<file path="src/rtl/tetris_bag_generator.sv">
// Tetris 7-bag piece generator: LFSR-driven bag draws feeding a current+preview queue with a hold slot.
// Latency: one draw per clock while filling; cur_valid rises PREVIEW_DEPTH+1 clocks after reset release and drops for one clock per pop.
// Backpressure: none; next_req/hold_req are honoured only while cur_valid is high and are dropped, not queued, otherwise.
//
// Ports:
//   clk            rising-edge system clock
//   rst            asynchronous active-low reset
//   seed_load      load seed_in into the LFSR (zero is replaced by SEED)
//   seed_in        new LFSR seed
//   next_req       consume the current piece
//   hold_req       move the current piece to hold, or swap it with the held piece
//   cur_piece      current piece index
//   cur_valid      cur_piece / preview valid (high only in READY)
//   preview        upcoming pieces, entry 0 in bits [PW-1:0]
//   hold_piece     held piece index
//   hold_valid     hold slot occupied
//   bag_remaining  pieces still undrawn in the current bag
module tetris_bag_generator #(
  parameter int NUM_PIECES    = 7,
  parameter int PREVIEW_DEPTH = 3,
  parameter int LFSR_WIDTH    = 16,
  parameter logic [LFSR_WIDTH-1:0] TAPS = 16'hB400,
  parameter logic [LFSR_WIDTH-1:0] SEED = 16'hACE1,
  localparam int PW = (NUM_PIECES > 2) ? $clog2(NUM_PIECES) : 1
) (
  input  logic                        clk,
  input  logic                        rst,
  input  logic                        seed_load,
  input  logic [LFSR_WIDTH-1:0]       seed_in,
  input  logic                        next_req,
  input  logic                        hold_req,
  output logic [PW-1:0]               cur_piece,
  output logic                        cur_valid,
  output logic [PREVIEW_DEPTH*PW-1:0] preview,
  output logic [PW-1:0]               hold_piece,
  output logic                        hold_valid,
  output logic [3:0]                  bag_remaining
);

  localparam int QD = PREVIEW_DEPTH + 1;   // queue entries: head + preview
  localparam int CW = $clog2(QD + 1);      // occupancy counter width
  localparam int CE = 1 << PW;             // number of encodable candidates

  typedef enum logic {
    S_FILL,
    S_READY
  } state_t;

  // ---------------------------------------------------------------------------
  // State
  // ---------------------------------------------------------------------------
  state_t                  r_state;
  logic [LFSR_WIDTH-1:0]   r_lfsr;
  logic [NUM_PIECES-1:0]   r_bag;
  logic [PW-1:0]           r_q [QD];
  logic [CW-1:0]           r_cnt;
  logic [PW-1:0]           r_hold;
  logic                    r_hold_vld;
  logic                    r_hold_used;

  // Registered output copies; refreshed only when the next state is READY so
  // that they stay frozen through FILL.
  logic [PW-1:0]               r_cur_piece;
  logic [PREVIEW_DEPTH*PW-1:0] r_preview;
  logic [PW-1:0]               r_hold_piece;
  logic                        r_hold_valid;
  logic [3:0]                  r_bag_rem;

  // ---------------------------------------------------------------------------
  // Next-state wires
  // ---------------------------------------------------------------------------
  state_t                      w_state_nxt;
  logic [LFSR_WIDTH-1:0]       w_lfsr_step;
  logic [NUM_PIECES-1:0]       w_bag_nxt;
  logic [PW-1:0]               w_q_nxt [QD];
  logic [CW-1:0]               w_cnt_nxt;
  logic [PW-1:0]               w_hold_nxt;
  logic                        w_hold_vld_nxt;
  logic                        w_hold_used_nxt;
  logic [PREVIEW_DEPTH*PW-1:0] w_preview_nxt;

  // Draw path
  logic [CE-1:0]         w_bag_ext;
  logic [PW-1:0]         w_cand;
  logic                  w_cand_ok;
  logic [PW-1:0]         w_low;
  logic [PW-1:0]         w_draw;
  logic [NUM_PIECES-1:0] w_bag_clr;
  logic [NUM_PIECES-1:0] w_bag_after;

  function automatic logic [3:0] f_popcnt(input logic [NUM_PIECES-1:0] b);
    logic [3:0] n;
    n = '0;
    for (int i = 0; i < NUM_PIECES; i++) begin
      n = n + {3'b000, b[i]};
    end
    return n;
  endfunction

  // Galois step: shift right, fold the tap mask in when the bit shifted out is 1.
  assign w_lfsr_step = {1'b0, r_lfsr[LFSR_WIDTH-1:1]} ^ (r_lfsr[0] ? TAPS : '0);

  // Bag mask widened to every encodable candidate; candidates at or above
  // NUM_PIECES read as "not available" and fall back to the lowest set bit.
  for (genvar gi = 0; gi < CE; gi++) begin : g_bag_ext
    if (gi < NUM_PIECES) begin : g_in
      assign w_bag_ext[gi] = r_bag[gi];
    end else begin : g_out
      assign w_bag_ext[gi] = 1'b0;
    end
  end

  assign w_cand    = r_lfsr[PW-1:0];
  assign w_cand_ok = w_bag_ext[w_cand];

  always_comb begin
    w_low = '0;
    for (int i = NUM_PIECES - 1; i >= 0; i--) begin
      if (r_bag[i]) w_low = PW'(i);
    end
  end

  assign w_draw      = w_cand_ok ? w_cand : w_low;
  assign w_bag_clr   = r_bag & ~(NUM_PIECES'(1) << w_draw);
  // Last piece of a bag drawn: start the next bag on the same edge, so the
  // mask is never observed empty.
  assign w_bag_after = (w_bag_clr == '0) ? '1 : w_bag_clr;

  // ---------------------------------------------------------------------------
  // FSM next state and queue / hold updates
  // ---------------------------------------------------------------------------
  always_comb begin
    w_state_nxt     = r_state;
    w_q_nxt         = r_q;
    w_cnt_nxt       = r_cnt;
    w_bag_nxt       = r_bag;
    w_hold_nxt      = r_hold;
    w_hold_vld_nxt  = r_hold_vld;
    w_hold_used_nxt = r_hold_used;

    case (r_state)
      S_FILL: begin
        // Exactly one draw appended at the tail per cycle.
        for (int i = 0; i < QD; i++) begin
          if (r_cnt == CW'(i)) w_q_nxt[i] = w_draw;
        end
        w_cnt_nxt = r_cnt + CW'(1);
        w_bag_nxt = w_bag_after;
        if (r_cnt == CW'(QD - 1)) w_state_nxt = S_READY;
      end

      S_READY: begin
        if (next_req) begin
          // Pop wins over hold when both arrive together.
          for (int i = 0; i < QD - 1; i++) begin
            w_q_nxt[i] = r_q[i+1];
          end
          w_q_nxt[QD-1]   = '0;
          w_cnt_nxt       = CW'(QD - 1);
          w_hold_used_nxt = 1'b0;
          w_state_nxt     = S_FILL;
        end else if (hold_req && !r_hold_used) begin
          w_hold_nxt      = r_q[0];
          w_hold_used_nxt = 1'b1;
          if (!r_hold_vld) begin
            // Empty slot: head leaves the queue, which must be refilled.
            for (int i = 0; i < QD - 1; i++) begin
              w_q_nxt[i] = r_q[i+1];
            end
            w_q_nxt[QD-1]  = '0;
            w_cnt_nxt      = CW'(QD - 1);
            w_hold_vld_nxt = 1'b1;
            w_state_nxt    = S_FILL;
          end else begin
            // Occupied slot: plain swap, queue stays full.
            w_q_nxt[0] = r_hold;
          end
        end
      end

      default: w_state_nxt = S_FILL;
    endcase
  end

  always_comb begin
    w_preview_nxt = '0;
    for (int i = 0; i < PREVIEW_DEPTH; i++) begin
      w_preview_nxt[i*PW +: PW] = w_q_nxt[i+1];
    end
  end

  // ---------------------------------------------------------------------------
  // Registers
  // ---------------------------------------------------------------------------
  always_ff @(posedge clk or negedge rst) begin
    if (!rst) begin
      r_state      <= S_FILL;
      r_lfsr       <= SEED;
      r_bag        <= '1;
      for (int i = 0; i < QD; i++) begin
        r_q[i] <= '0;
      end
      r_cnt        <= '0;
      r_hold       <= '0;
      r_hold_vld   <= 1'b0;
      r_hold_used  <= 1'b0;
      r_cur_piece  <= '0;
      r_preview    <= '0;
      r_hold_piece <= '0;
      r_hold_valid <= 1'b0;
      r_bag_rem    <= 4'(NUM_PIECES);
    end else begin
      // A seed load only redirects the random stream; queue, bag and hold
      // contents are left alone.
      if (seed_load) begin
        r_lfsr <= (seed_in == '0) ? SEED : seed_in;
      end else begin
        r_lfsr <= w_lfsr_step;
      end

      r_state     <= w_state_nxt;
      r_bag       <= w_bag_nxt;
      r_q         <= w_q_nxt;
      r_cnt       <= w_cnt_nxt;
      r_hold      <= w_hold_nxt;
      r_hold_vld  <= w_hold_vld_nxt;
      r_hold_used <= w_hold_used_nxt;

      if (w_state_nxt == S_READY) begin
        r_cur_piece  <= w_q_nxt[0];
        r_preview    <= w_preview_nxt;
        r_hold_piece <= w_hold_nxt;
        r_hold_valid <= w_hold_vld_nxt;
        r_bag_rem    <= f_popcnt(w_bag_nxt);
      end
    end
  end

  assign cur_valid     = (r_state == S_READY);
  assign cur_piece     = r_cur_piece;
  assign preview       = r_preview;
  assign hold_piece    = r_hold_piece;
  assign hold_valid    = r_hold_valid;
  assign bag_remaining = r_bag_rem;

endmodule

</file>
<file path="config.mk">
export PLATFORM = sky130hd
export DESIGN_NAME = tetris_bag_generator
export DESIGN_NICKNAME = d
export VERILOG_FILES = /design/src/rtl/tetris_bag_generator.sv
export SDC_FILE = /design/constraint.sdc
export NUM_CORES = 1
export LEC_CHECK = 0
export BUFFER_PORTS_ARGS = -buffer_cell sky130_fd_sc_hd__clkbuf_2
export CAP_MARGIN = 10
export CORE_MARGIN = 2
export CORE_UTILIZATION = 39
export CTS_CLUSTER_DIAMETER = 50
export CTS_CLUSTER_SIZE = 8
export DETAILED_ROUTE_END_ITERATION = 8
export PLACE_DENSITY = 0.67
export SYNTH_ARGS = -nofsm -noshare
export SYNTH_HDL_FRONTEND = slang
export SYNTH_SLANG_ARGS = --single-unit
</file>
<file path="constraint.sdc">
create_clock -name clk -period 5.1 [get_ports clk]
set_input_delay 0.51 -clock clk [delete_from_list [all_inputs] [get_ports clk]]
set_output_delay 0.51 -clock clk [all_outputs]
set_load 0.05 [all_outputs]
</file>
### Word level (Yosys, flattened, before mapping)

Cells that the tools add are included.

| word-level totals | value |
|---|---|
| register bits | 64 |
| output and inout port bits | 21 |
| word-level logic and storage cells | 83 |

| cells by class | value |
|---|---|
| add/subtract/negate cells | 7 |
| order comparisons | 1 |
| eq/ne operators | 5 |
| shift operators | 1 |
| muxes and demuxes | 41 |
| bitwise gates (word level) | 4 |
| reduce and logical (&&, ||, !) cells | 8 |

Operators by type and width:

| operator | count |
|---|---|
| two-way mux 3 bit | 19 |
| two-way mux 16 bit | 3 |
| two-way mux 12 bit | 2 |
| case mux 12 bit (2 select lines) | 1 |
| logical NOT 16 bit | 1 |
| XOR 15 x 16 -> 16 bit | 1 |
| two-way mux 7 bit | 2 |
| adder 4 x 1 -> 4 bit | 3 |
| two-way mux 1 bit | 10 |
| two-way mux 9 bit | 1 |
| bitwise AND 7 bit | 1 |
| logical NOT 7 bit | 1 |
| inverter 7 bit | 1 |
| left shift 1 x 3 -> 7 bit, first input constant | 1 |
| == test 3 x 2 -> 1 bit, second input constant | 2 |
| case mux 3 bit (2 select lines) | 1 |
| adder 3 x 1 -> 4 bit | 1 |
| < comparator 3 x 4 -> 1 bit, second input constant | 1 |
| AND reduction 2 bit | 2 |
| adder 2 x 1 -> 3 bit | 1 |
| adder 3 x 1 -> 3 bit, second input constant | 1 |
| binary-select mux 1 bit (select 3 bit) | 1 |
| == test 3 x 1 -> 1 bit, second input constant | 1 |
| logical NOT 3 bit | 1 |
| other kinds (8) | 8 |

### Logic depth before layout (Yosys ltp)

| logic depth | value |
|---|---|
| word-level depth | 20 |
| gate-level depth with buffers | 16 |

### Worst setup path after synthesis

No wires, ideal clock.

| path | value |
|---|---|
| path kind | reg2reg |
| from | register r_lfsr[0] |
| to | register r_bag_rem[1] (netlist: bag_remaining[1]) |
| library setup time | 82 ps |
| data arrival time | 4,583 ps |
| required time | 5,018 ps |
| path slack | 434 ps |
| stages on the path, launching flop included | 17 |
| buffers on the path | 2 |
| period minus slack after synthesis | 4,666 ps |
| path through | dfstp_2 buf_6 mux4_2 nor2b_4 or2_1 buf_6 mux2i_1 nor3_1 o32ai_4 o21ai_1 fa_1 fa_1 inv_1 fa_1 inv_1 fa_1 mux2_2 |

| on the way | value |
|---|---|
| longest elaborated chain between the ends | 15 |

Ends and longest elaborated chain:

| item | RTL line | RTL |
|---|---|---|
| start, declared | 53 | `logic [LFSR_WIDTH-1:0] r_lfsr;` |
| start signal, assigned | 216 | `r_lfsr <= (seed_in == '0) ? SEED : seed_in;` |
| start signal, assigned | 218 | `r_lfsr <= w_lfsr_step;` |
| binary-select mux 1 bit (select 3 bit) | 114 | `assign w_cand_ok = w_bag_ext[w_cand];` |
| two-way mux 1 bit (not written as such) | 114 |  |
| two-way mux 3 bit * | 123 | `assign w_draw = w_cand_ok ? w_cand : w_low;` |
| left shift 1 x 3 -> 7 bit * | 124 | `assign w_bag_clr = r_bag & ~(NUM_PIECES'(1) << w_draw);` |
| inverter 7 bit * | 124 |  |
| bitwise AND 7 bit * | 124 |  |
| logical NOT 7 bit | 127 | `assign w_bag_after = (w_bag_clr == '0) ? '1 : w_bag_clr;` |
| two-way mux 7 bit * | 127 |  |
| two-way mux 7 bit * | 141 | `case (r_state)` |
| via w_bag_nxt[1] | 74 | `logic [NUM_PIECES-1:0] w_bag_nxt;` |
| adder 1 x 1 -> 2 bit * | 95 | `n = n + {3'b000, b[i]};` |
| adder 2 x 1 -> 3 bit * | 95 |  |
| adder 3 x 1 -> 4 bit * | 95 |  |
| adder 4 x 1 -> 4 bit * (3 in series) | 95 |  |
| end signal, assigned | 211 | `r_bag_rem <= 4'(NUM_PIECES);` |
| end signal, assigned | 234 | `r_bag_rem <= f_popcnt(w_bag_nxt);` |
| end, declared | 67 | `logic [3:0] r_bag_rem;` |

The timed path passes the listed nets; every way through them passes the cells marked *. The select of a mux whose other input is x is not followed.
A chain may end at the register's enable or synchronous reset.

### Worst setup path in the final report

Ends and elaborated chain as after synthesis.

==> impl_metrics.env <==
export IMPL_critical_path_arrival_ps=5010
export IMPL_fillers=724
export IMPL_worstSetupStartpointType="flop"
export IMPL_rows=33
export IMPL_syn_nets=298
export IMPL_syn2layout_area_growth_pct=15.4
export IMPL_hpwlAfterDp_um=4550
export IMPL_rsz0062_at_grt="no"
export IMPL_synth_edf_count=0
export IMPL_layout_commonest_cell="dfrtp_1"
export IMPL_drv_slew=0
export IMPL_grt_overflow=0
export IMPL_synth_area_per_cell_sq_um=12.0
export IMPL_initial_core_util=0.397
export IMPL_drive_gt1_frac=0.399
export IMPL_cp_max_fo=9
export IMPL_worst_r2r_endpoint="bag_remaining[1]$_DFFE_PN1P_"
export IMPL_finalHoldViolCount=0
export IMPL_ff2ff_setup_slack_ps=360
export IMPL_ys_flop_type="dfrtp_1"
export IMPL_dr_total_vias=2226
export IMPL_ys_types=53
export IMPL_cts_buffers=9
export IMPL_critical_path_top_delay_family="adder cells"
export IMPL_path_clk_slew_ps=80
export IMPL_mostFrequentLayoutCells="dfrtp_1, clkbuf_2, mux2_2"
export IMPL_cts_tree="done"
export IMPL_netlist_instances=268
export IMPL_reg2reg_from="r_lfsr[0]$_DFF_PN1_"
export IMPL_crit_type="reg2reg"
export IMPL_routed_via_density=5.29
export IMPL_antenna_found_initial=0
export IMPL_yosysWarnings=0
export IMPL_clock_latency_ps=340
export IMPL_cts_setup_buffers=0
export IMPL_drtIter0Drc=157
export IMPL_fp_dieH_um=95.0
export IMPL_firstDrtPassIters=4
export IMPL_yosysSeqAreaShare=0.495
export IMPL_fin_setup_tns_ps=0
export IMPL_cts_buffer_depth=2
export IMPL_hold_path_class="in2async"
export IMPL_grt_pass1_vias=2220
export IMPL_cp_cell_sequence="mux4_2 > nor2b_4 > or2_4 > mux2i_2 > nor3_1 > o32ai_4 > o21ai_1 > fa_1 > fa_1 > inv_1 > fa_1 > inv_1 > fa_1 > mux2_2"
export IMPL_n_antenna_cell=0
export IMPL_slowest_stage="dfstp_2"
export IMPL_setup_viol=0
export IMPL_cp_required_ps=5360
export IMPL_outcome="finished, final reports clean"
export IMPL_critPathMostFrequentCell="fa_1"
export IMPL_tightest_slew_ps=774
export IMPL_finalCritPeriodShare=0.930
export IMPL_layout_nets=341
export IMPL_grt_usage=0.159
export IMPL_async_flop_share=1.00
export IMPL_syn_cell_area_sq_mm=0.00323
export IMPL_grt_pass1_wl_um=10900
export IMPL_fin_crit_ps=4740
export IMPL_synth_seq_cells=63
export IMPL_drt_total_wl_um=6500
export IMPL_fin_ws_ps=359
export IMPL_cts_sinks=63
export IMPL_cts_root_buf="clkbuf_8"
export IMPL_io_pins=42
export IMPL_place_gp_congestion=0.867
export IMPL_dieArea_sq_mm=0.00902
export IMPL_fmax_mhz=211
export IMPL_clock_skew_final_ps=9.88
export IMPL_path_buf_inv=2
export IMPL_drc_errors=0
export IMPL_ant_nets=0
export IMPL_maxCapViolCount=0
export IMPL_max_stage_delay_ps=540
export IMPL_end_kind="flop"
export IMPL_slew_headroom=0.484
export IMPL_r2r_cells=14
export IMPL_ctsHtreeMaxLevel=3
export IMPL_die_w_um=95.0
export IMPL_dp_slack_ps=189
export IMPL_wl_per_cell_um=15.4
export IMPL_io_buffers=40
export IMPL_fp_coreArea_sq_mm=0.00813
export IMPL_grt_max_degree=64
cell usage after synthesis, drive strengths merged, types with 3 or more instances:
cell | count | area (sq um)
nor2b | 9 | 63.8
inv | 6 | 22.5
ha | 5 | 62.6
a211oi | 6 | 45.0
buf | 5 | 38.8
mux2i | 10 | 125
dfstp | 18 | 473
o221ai | 3 | 26.3
a21oi | 6 | 33.8
fa | 4 | 80.1
o22a | 11 | 96.3
nor2 | 19 | 71.3
nor3 | 5 | 25.0
nand2b | 5 | 31.3
mux2 | 34 | 387
a21o | 5 | 37.5
nand3 | 3 | 15.0
o21ai | 21 | 109
dfrtp | 45 | 1130
nor4 | 6 | 43.8
nand2 | 9 | 33.8
clkbuf | 8 | 31.3
layer usage:
| layer | vias up | track usage | wire (um) |
|---|---|---|---|
| li1 | 1071 | - | - |
| met1 | 1077 | 0.230 | 3100 |
| met2 | 64 | 0.228 | 2930 |
| met3 | 14 | 0.0327 | 324 |
| met4 | 0 | 0.0713 | 146 |
| met5 | - | 0 | 0 |
through the flow:
| step | area [sq um] | utilization | instances | hold WS, ps |
|---|---|---|---|---|
| 2_1_floorplan | 3230 | - | 268 | 214 |
| 3_3_place_gp | 3530 | 0.434 | 405 | 459 |
| 3_5_place_dp | 3530 | 0.434 | 405 | 461 |
| 4_1_cts | 3720 | 0.457 | 421 | 353 |
| 5_1_grt | 3720 | 0.458 | 421 | 390 |
| 6_report | 3720 | 0.458 | 421 | 329 |
registers in the layout, indices dropped and copies added, names as in the netlist, 3 cells and up:
| register | cells |
|---|---|
| bag_remaining | 3 |
| cur_piece | 3 |
| hold_piece | 3 |
| preview | 9 |
| r_bag | 7 |
| r_cnt | 3 |
| r_hold | 3 |
| r_lfsr | 16 |
| r_q | 12 |
worst max-delay path by stage:
| stage | start | to | slack (ps) | cells past startpoint |
|---|---|---|---|---|
| 2_1_floorplan | r_lfsr[0]$_DFF_PN1_ | bag_remaining[1]$_DFFE_PN1P_ | 430 | 16 |
| 3_3_place_gp | r_lfsr[0]$_DFF_PN1_ | bag_remaining[1]$_DFFE_PN1P_ | 360 | 14 |
| 3_5_place_dp | r_lfsr[0]$_DFF_PN1_ | bag_remaining[1]$_DFFE_PN1P_ | 190 | 15 |
| 4_1_cts | r_lfsr[0]$_DFF_PN1_ | bag_remaining[1]$_DFFE_PN1P_ | 170 | 15 |
| 5_1_grt | r_lfsr[0]$_DFF_PN1_ | bag_remaining[1]$_DFFE_PN1P_ | 100 | 15 |
| 6_report | r_lfsr[0]$_DFF_PN1_ | bag_remaining[1]$_DFFE_PN1P_ | 360 | 14 |
kinds of logic after synthesis:
family | count (synthesis) | share of synthesized area
compound gates | 67 | 0.159
flops | 63 | 0.495
simple gates | 61 | 0.0981
mux | 45 | 0.166
buf+inv | 19 | 0.0287
fa+ha+maj | 9 | 0.0442
xor+xnor | 3 | 0.00814
other cells | 1 | 0.00116
repair_timing:
action	4_1_cts	5_1_grt
resized for setup	0	2
setup endpoints to repair	0	1
hold buffers	0	0
area by class of cell:
class                   instances  area, sq um  share of cell area
clock buffers                  11          151              0.0406
multi-input cells             186         1540               0.414
well taps                     105          131              0.0353
flip-flops and latches         63         1600               0.429
clock inverters                 5         40.0              0.0107
inverters                       6         22.5             0.00605
repair buffers                 45          238              0.0638
Power is left out: the tool's default activity adds up to more than one toggle a clock period on the data nets, which glitch-free logic cannot reach.
